### config.mk
export PLATFORM = sky130hd
export DESIGN_NAME = rr_mux_sched
export DESIGN_NICKNAME = d
export VERILOG_FILES = /design/src/rtl/rr_mux_pkg.sv /design/src/rtl/mux8_1.sv /design/src/rtl/rr_mux_sched.sv
export SDC_FILE = /design/constraint.sdc
export NUM_CORES = 1
export LEC_CHECK = 0
export CORE_MARGIN = 2
export CORE_UTILIZATION = 57
export DETAILED_ROUTE_END_ITERATION = 12
export PLACE_DENSITY_LB_ADDON = 0.08
export SLEW_MARGIN = 0
export SYNTH_ARGS = -nofsm -noshare
export SYNTH_HDL_FRONTEND = slang
export SYNTH_SLANG_ARGS = --single-unit
export TNS_END_PERCENT = 50
### constraint.sdc
create_clock -name clk -period 9.4 [get_ports clk]
set_input_delay 1.41 -clock clk [delete_from_list [all_inputs] [get_ports clk]]
set_output_delay 1.41 -clock clk [all_outputs]
set_load 0.1 [all_outputs]
### src/rtl/rr_mux_pkg.sv
// Shared types and sizes for the round-robin 8:1 bit-select scheduler.
package rr_mux_pkg;

  localparam int N_LANES = 8;
  localparam int SEL_W   = 3;

  typedef enum logic [0:0] {
    IDLE = 1'b0,
    BUSY = 1'b1
  } state_e;

endpackage

### src/rtl/mux8_1.sv
// Single-bit 8:1 multiplexer shared by the producer lanes.
module mux8_1 (
  input  logic [7:0] in,
  input  logic [2:0] sel,
  output logic       out
);

  assign out = in[sel];

endmodule

### src/rtl/rr_mux_sched.sv
// Round-robin scheduler: grants one of 8 lanes the shared bit-select datapath
// for a burst of up to MAX_BEATS beats, with one arbitration bubble between grants.
//
// state | meaning
// IDLE  | no owner; arbitrate req starting after the last served lane
// BUSY  | grant/sel held; beats flow while req[sel] is set, up to MAX_BEATS
module rr_mux_sched
  import rr_mux_pkg::*;
#(
  parameter int MAX_BEATS = 4
) (
  input  logic         clk,
  input  logic         rst,
  input  logic [7:0]   req,
  input  logic [7:0]   din,
  output logic [7:0]   grant,
  output logic [2:0]   sel,
  output logic         out_valid,
  output logic         out_bit,
  output logic         busy
);

  localparam int CNT_W = 3;
  localparam logic [CNT_W-1:0] LAST_BEAT = CNT_W'(MAX_BEATS - 1);
  localparam logic [0:0] S_IDLE = 1'(IDLE);
  localparam logic [0:0] S_BUSY = 1'(BUSY);

  logic [0:0]       state;
  logic [CNT_W-1:0] cnt;
  logic [SEL_W-1:0] last;
  logic [SEL_W-1:0] winner;
  logic             release_burst;

  // First requesting lane after 'l', wrapping mod 8; 'l' itself is checked last.
  function automatic logic [SEL_W-1:0] rr_pick(input logic [N_LANES-1:0] r,
                                               input logic [SEL_W-1:0]   l);
    logic [SEL_W-1:0] idx;
    logic             found;
    rr_pick = '0;
    found   = 1'b0;
    for (int i = 1; i <= N_LANES; i++) begin
      idx = l + SEL_W'(i);
      if (!found && r[idx]) begin
        rr_pick = idx;
        found   = 1'b1;
      end
    end
  endfunction

  assign winner        = rr_pick(req, last);
  assign busy          = (state == S_BUSY);
  assign out_valid     = req[sel] & busy;
  assign release_burst = !req[sel] || (cnt == LAST_BEAT);

  always_ff @(posedge clk) begin
    if (rst) begin
      state <= S_IDLE;
      grant <= '0;
      sel   <= '0;
      cnt   <= '0;
      last  <= 3'd7;
    end else if (state == S_IDLE) begin
      if (|req) begin
        state <= S_BUSY;
        sel   <= winner;
        grant <= 8'(1) << winner;
        cnt   <= '0;
      end
    end else begin
      // sel deliberately holds through the bubble; only grant clears.
      if (release_burst) begin
        state <= S_IDLE;
        grant <= '0;
        last  <= sel;
        cnt   <= '0;
      end else begin
        cnt <= cnt + CNT_W'(1);
      end
    end
  end

  mux8_1 u_mux (
    .in  (din),
    .sel (sel),
    .out (out_bit)
  );

endmodule
==> metrics.cfg, run 1 <==
[timing]
fin_ws_ns = 4.15
tightest_slew_ns = 0.971
fin_crit_sh_pct = 55.8
fin_skew_ns = 0.00213
finalHoldWorstSlack_ns = 0.466
slew_viol_final = 0
grt_setup_unrepaired = false
max_freq_ghz = 0.190
maxSlewHeadroom_pct = 35.1
finalSetupViolCount = 0
fin_setup_tns_ns = 0
finalHoldViolations = 0
finalCriticalPeriod_ns = 5.25

[global_route]
grt.overflow.total = 0
grt_max_degree = 19
grt_pass1_wl_mm = 7.21
antenna_found_initial = 0
grt_use_total_pct = 26.5
first_global_vias = 1558

[setup_path]
start_kind = primary input
rrSetupSlack_ns = 5.56
critPathKind = in -> out
crit_family = buffers and inverters
path_buf_inv = 2
cp_max_fo = 11
cp_slowest_stage_delay_ns = 0.97
r2r_start = last[1]
r2r-end = grant[2]
crit_arrival_ns = 3.84
crit_top_cell = clkdlybuf4s50_1
r2r_cells = 10
endpoint_kind = output port
crit_cells = 5
crit_chain = clkdlybuf4s50_1 > mux4_2 > mux2i_1 > nor2b_1 > clkdlybuf4s50_1
crit_required_ns = 7.99
slowest_stage = clkdlybuf4s50_1

[route]
vias_per_cell = 6.49
drt_iter0_markers = 103
drc = 0
wl_mm = 4.33
drtPass1Iterations = 7
num_vias = 1630
ant_nets = 0
post_drt_wl_per_cell_um = 17.2

[run_status]
status = complete, no violations

[placement]
place_congestion = 0.901
post_dp_cell_area_um2 = 2050
port_buffers = 31
place_hpwl_mm = 3.37
placed_cells = 247
pre_cts_slack_ns = 4.15

[clocking]
cts_tree = yes
postCtsSetupBuffers = 0
insertion_delay_ns = 0.29
hold_buffers = 0
h-tree-depth = 1
clock_path_buffers = 2
clkTransAtPathRegs_ns = 0.10
cts_num_sinks = 18
cts-root-buf = clkbuf_4
ctsResizeCount = 0
cts_made_buffers = 3

[pwr]
vdd.ir_drop.worst_uv = 221
p_seq_share_pct = 17.8
p_int_mw = 0.326
pwr-share-clk_pct = 6.6
p_leak_nw = 0.757
p_sw_share_pct = 55.2
p_comb_share_pct = 75.6
p_sw_mw = 0.402
p_total_mw = 0.728
cellPowerDensity_nw_per_um2 = 349

[floorplanning]
num_rows = 20
core_area_um2 = 3000
die_area_um2 = 3560
initial_core_util_pct = 58.9
die_x_um = 59.7
ios = 32
die_y_um = 59.7

[yosys]
ys_warn_count = 0
synth_xor_area_share_pct = 2.41
yosys_register_bits = 18
syn-cell-area_um2 = 1770
synth-simple-area-share_pct = 21.0
synth_area_leaders = mux4_2, dfxtp_1, mux2i_1
synth_top_family_by_area = multiplexers
syn_avg_cell_area_um2 = 8.88
muxShareOfSynthArea_pct = 30.0
synth_top_area_cell = mux4_2
netlist.area_leader.share_pct = 21.7
synthArstFlopShare_pct = 0
synth-compound-area-share_pct = 16.6
yosysSeqAreaShare_pct = 20.4
netlist_instances = 199
synth_edf_count = 0
synthAdderAreaFrac_pct = 2.83
synth.distinct_cells = 46
synth_most_common_cell = nor2_1
synth_fp_nets = 221
ys_top_cells_by_count = nor2_1, dfxtp_1, nand2_1, mux4_2, clkbuf_1
synth_flop_cell = dfxtp_1

[layout]
fin_cells = 251
final_area_um2 = 2080
drive_gt1_share_pct = 14.2
post-route-util_pct = 69.3
area_growth_pct = 17.8
diodes = 0
fin_nets = 241

[run]
maxCapViolCount = 0

[hold_path]
hp-start = grant[3]
holdPathStages = 2
min_to = grant[3]
min_path_type = reg -> reg

==> worst max path at each step <==
stage	from	end	slack (ns)
after detailed placement	req[5]	out_valid	4.15
final	req[7]	out_valid	4.15
after CTS	req[5]	out_valid	4.15
after floorplan	req[6]	out_valid	4.65
after global placement	req[3]	out_valid	4.21
after global routing	req[5]	out_valid	4.06
==> power groups by stage <==
stage	Clock (mW)	Combinational, mW	Sequential [mW]
6_report	0.0480	0.550	0.129
5_1_grt	0.0532	0.589	0.134
4_1_cts	0.0492	0.547	0.130
3_5_place_dp	0	0.546	0.132
3_3_place_gp	0	0.533	0.129
2_1_floorplan	0	0.361	0.211
==> layout make-up <==
type | count | area (um^2)
clock buffer | 4 | 36.3
fill | 246 | 921
inverter | 10 | 37.5
multi-input combinational | 154 | 1290
sequential | 18 | 360
tap | 33 | 41.3
timing repair buffer | 32 | 318
==> cell families (layout without fill, tap and decap cells) <==
| kind of cell | count (synthesis) | after routing |
|---|---|---|
| XOR/XNOR | 4 | 4 |
| multiplexers | 30 | 30 |
| adder cells (fa/ha/maj) | 4 | 4 |
| AO/OA/AOI/OAI | 44 | 44 |
| flip-flops | 18 | 18 |
| buffers and inverters | 27 | 46 |
| AND/OR/NAND/NOR | 72 | 72 |
==> layout by cell type (no fill, tap or decap), drive strengths merged, types with 3 or more instances in the layout <==
master	synthesis	routed
clkbuf	10	4
nor2	19	19
dfxtp	18	18
clkdlybuf4s50	0	31
mux2	4	4
nand2b	9	9
inv	9	9
nand3b	4	4
nand4	4	4
a31oi	3	3
nand2	18	18
or2	3	3
mux4	17	17
a22oi	3	3
o31ai	8	8
ha	4	4
nor4	4	4
mux2i	9	9
a21oi	8	8
o21ai	11	11
==> worst min-delay path, stage by stage (launching register included) <==
cell     delay (ns)
dfxtp_1        0.32
nand2_1        0.05
o31ai_1        0.05
==> layer usage <==
layer / vias to the layer above / wire (um) / global-route usage (%)
met1: 779 / 1830 / 36.8
met3: 4 / 259 / 3.90
met5: - / 0 / 0
li1: 782 / - / -
met4: 0 / 26 / 6.67
met2: 65 / 2210 / 43.5
==> flip-flops by register name, summed over array words and instances, names as in the netlist <==
signal,cells
busy,1
grant,8
last,3
sel,3
cnt,3
(Power assumes the default switching activity.)
==> run 2, diff against run 1 <==
Settings changed: CORE_UTILIZATION 57 to 48.
Clock period 9.4 ns to 4.7 ns, I/O delays scaled along.
==> run 2 against run 1 <==
  * Highest routed layer unchanged
  * Routed wire length down 2.0%
  * Cell count up 6.4%
  * Sequential cell count unchanged
==> metrics.cfg, run 2 (same netlist as run 1, synthesis figures left out) <==
[global_route]
grt_use_total_pct = 21.8  ; -4.7 points
grt_pass1_wl_mm = 7.25  ; +0.49%
antenna_found_initial = 0  ; unchanged
first_global_vias = 1579  ; +1.3%
grt_max_degree = 19  ; unchanged
grt.overflow.total = 0  ; unchanged

[layout]
fin_cells = 267  ; +6.4%
top_register = grant
drive_gt1_share_pct = 15.1  ; +0.85 points
final_cell_mix = clkdlybuf4s50_1, nor2_1, nand2_1, dfxtp_1, mux4_2
fin_nets = 242  ; +0.41%
diodes = 0  ; unchanged
area_growth_pct = 20.2
final_common_cell = clkdlybuf4s50_1
largest_reg_flops = 8  ; unchanged

[hold_path]
hp-start = grant[3]
min_to = grant[3]
holdPathStages = 2  ; unchanged
min_path_type = reg -> reg

[placement]
port_buffers = 31  ; unchanged
place_congestion = 0.926  ; +2.8%
placed_cells = 263  ; +6.5%
place_hpwl_mm = 3.21  ; -4.5%

[run_status]
status = complete, no violations

[floorplanning]
ios = 32  ; unchanged
num_rows = 22  ; +10%
die_x_um = 64.7  ; +8.4%
die_area_um2 = 4180  ; +17%
die_y_um = 64.7  ; +8.4%
initial_core_util_pct = 49.0  ; -9.8 points
core_area_um2 = 3610  ; +20%

[clocking]
cts_num_sinks = 18  ; unchanged
cts_tree = yes
cts_made_buffers = 3  ; unchanged
postCtsSetupBuffers = 0  ; unchanged
cts-root-buf = clkbuf_8
hold_buffers = 0  ; unchanged
clock_path_buffers = 2  ; unchanged
clkTransAtPathRegs_ns = 0.07  ; -0.03 ns
h-tree-depth = 1  ; unchanged
ctsResizeCount = 0  ; unchanged
insertion_delay_ns = 0.25  ; -0.04 ns

[route]
drt_iter0_markers = 110  ; +6.8%
wl_mm = 4.24  ; -2.0%
vias_per_cell = 6.13  ; -5.6%
num_vias = 1636  ; +0.37%
drc = 0  ; unchanged
drtPass1Iterations = 5  ; -2
post_drt_wl_per_cell_um = 15.9  ; -7.9%
ant_nets = 0  ; unchanged

[setup_path]
crit_required_ns = 3.99  ; -4.00 ns
r2r-end = grant[2]
critPathKind = in -> out
r2r_cells = 11  ; +1
rrSetupSlack_ns = 1.28  ; -4.28 ns
start_kind = primary input
r2r_start = last[1]
cp_max_fo = 1  ; -10
crit_arrival_ns = 2.80  ; -1.04 ns
endpoint_kind = output port

[pwr]
vdd.ir_drop.worst_uv = 346  ; +57%
cellPowerDensity_nw_per_um2 = 698  ; +100%
p_leak_nw = 0.770  ; +1.8%

[timing]
grt_setup_unrepaired = false
finalSetupViolCount = 0  ; unchanged
fin_skew_ns = 0.00312  ; +0.000985 ns
fin_setup_tns_ns = 0  ; unchanged
finalCriticalPeriod_ns = 3.51
slew_viol_final = 0  ; unchanged
tightest_slew_ns = 0.982  ; +0.0111 ns
max_freq_ghz = 0.285
finalHoldWorstSlack_ns = 0.452  ; -0.0135 ns
maxSlewHeadroom_pct = 34.3  ; -0.74 points
finalHoldViolations = 0  ; unchanged
fin_crit_sh_pct = 74.6

[run]
maxCapViolCount = 0  ; unchanged

run 2: through the flow:
step | total power, mW | cell area (um^2) | setup slack, ns | utilization [%]
finish | 1.48 | 2120 | 1.19 | 58.9
global route | 1.59 | 2120 | 1.04 | 58.9
CTS | 1.48 | 2120 | 1.18 | 58.9
detailed placement | 1.35 | 2070 | 1.19 | 57.4
global placement | 1.33 | 2070 | 1.22 | 57.4
floorplan | 1.14 | 1770 | 1.07 | -
run 2: worst max-delay path by stage:
stage / cells after the start / start / slack, ns / to
floorplan: 4 / sel[0] / 1.07 / out_valid
global route: 11 / last[1] / 1.04 / grant[7]
global placement: 4 / din[3] / 1.22 / out_bit
finish: 4 / din[3] / 1.19 / out_bit
detailed placement: 4 / din[3] / 1.19 / out_bit
CTS: 4 / din[0] / 1.18 / out_bit
run 2: worst max-delay path: stages:
cell             delay [ns]
clkdlybuf4s50_1        0.40
mux4_2                 0.46
mux2_2                 0.28
clkdlybuf4s50_1        0.96
run 2: cell type report:
| type | instances | area, um^2 |
|---|---|---|
| fill | 325 | 1480 |
| multi-input combinational | 154 | 1290 |
| sequential | 18 | 360 |
| timing repair buffer | 33 | 323 |
| tap | 48 | 60.1 |
| clock buffer | 4 | 55.1 |
| inverter | 10 | 37.5 |
run 2: per-layer routing:
metal,GRT usage [%],vias up,wire [um]
met2,39.2,61,2130
li1,-,788,-
met1,28.4,783,1800
met3,2.60,4,279
met4,3.99,0,23
met5,0,-,0
run 2: power by group:
| group | internal (mW) | switching [mW] |
|---|---|---|
| clock | 0.0743 | 0.0490 |
| combinational | 0.414 | 0.704 |
| sequential | 0.193 | 0.0483 |
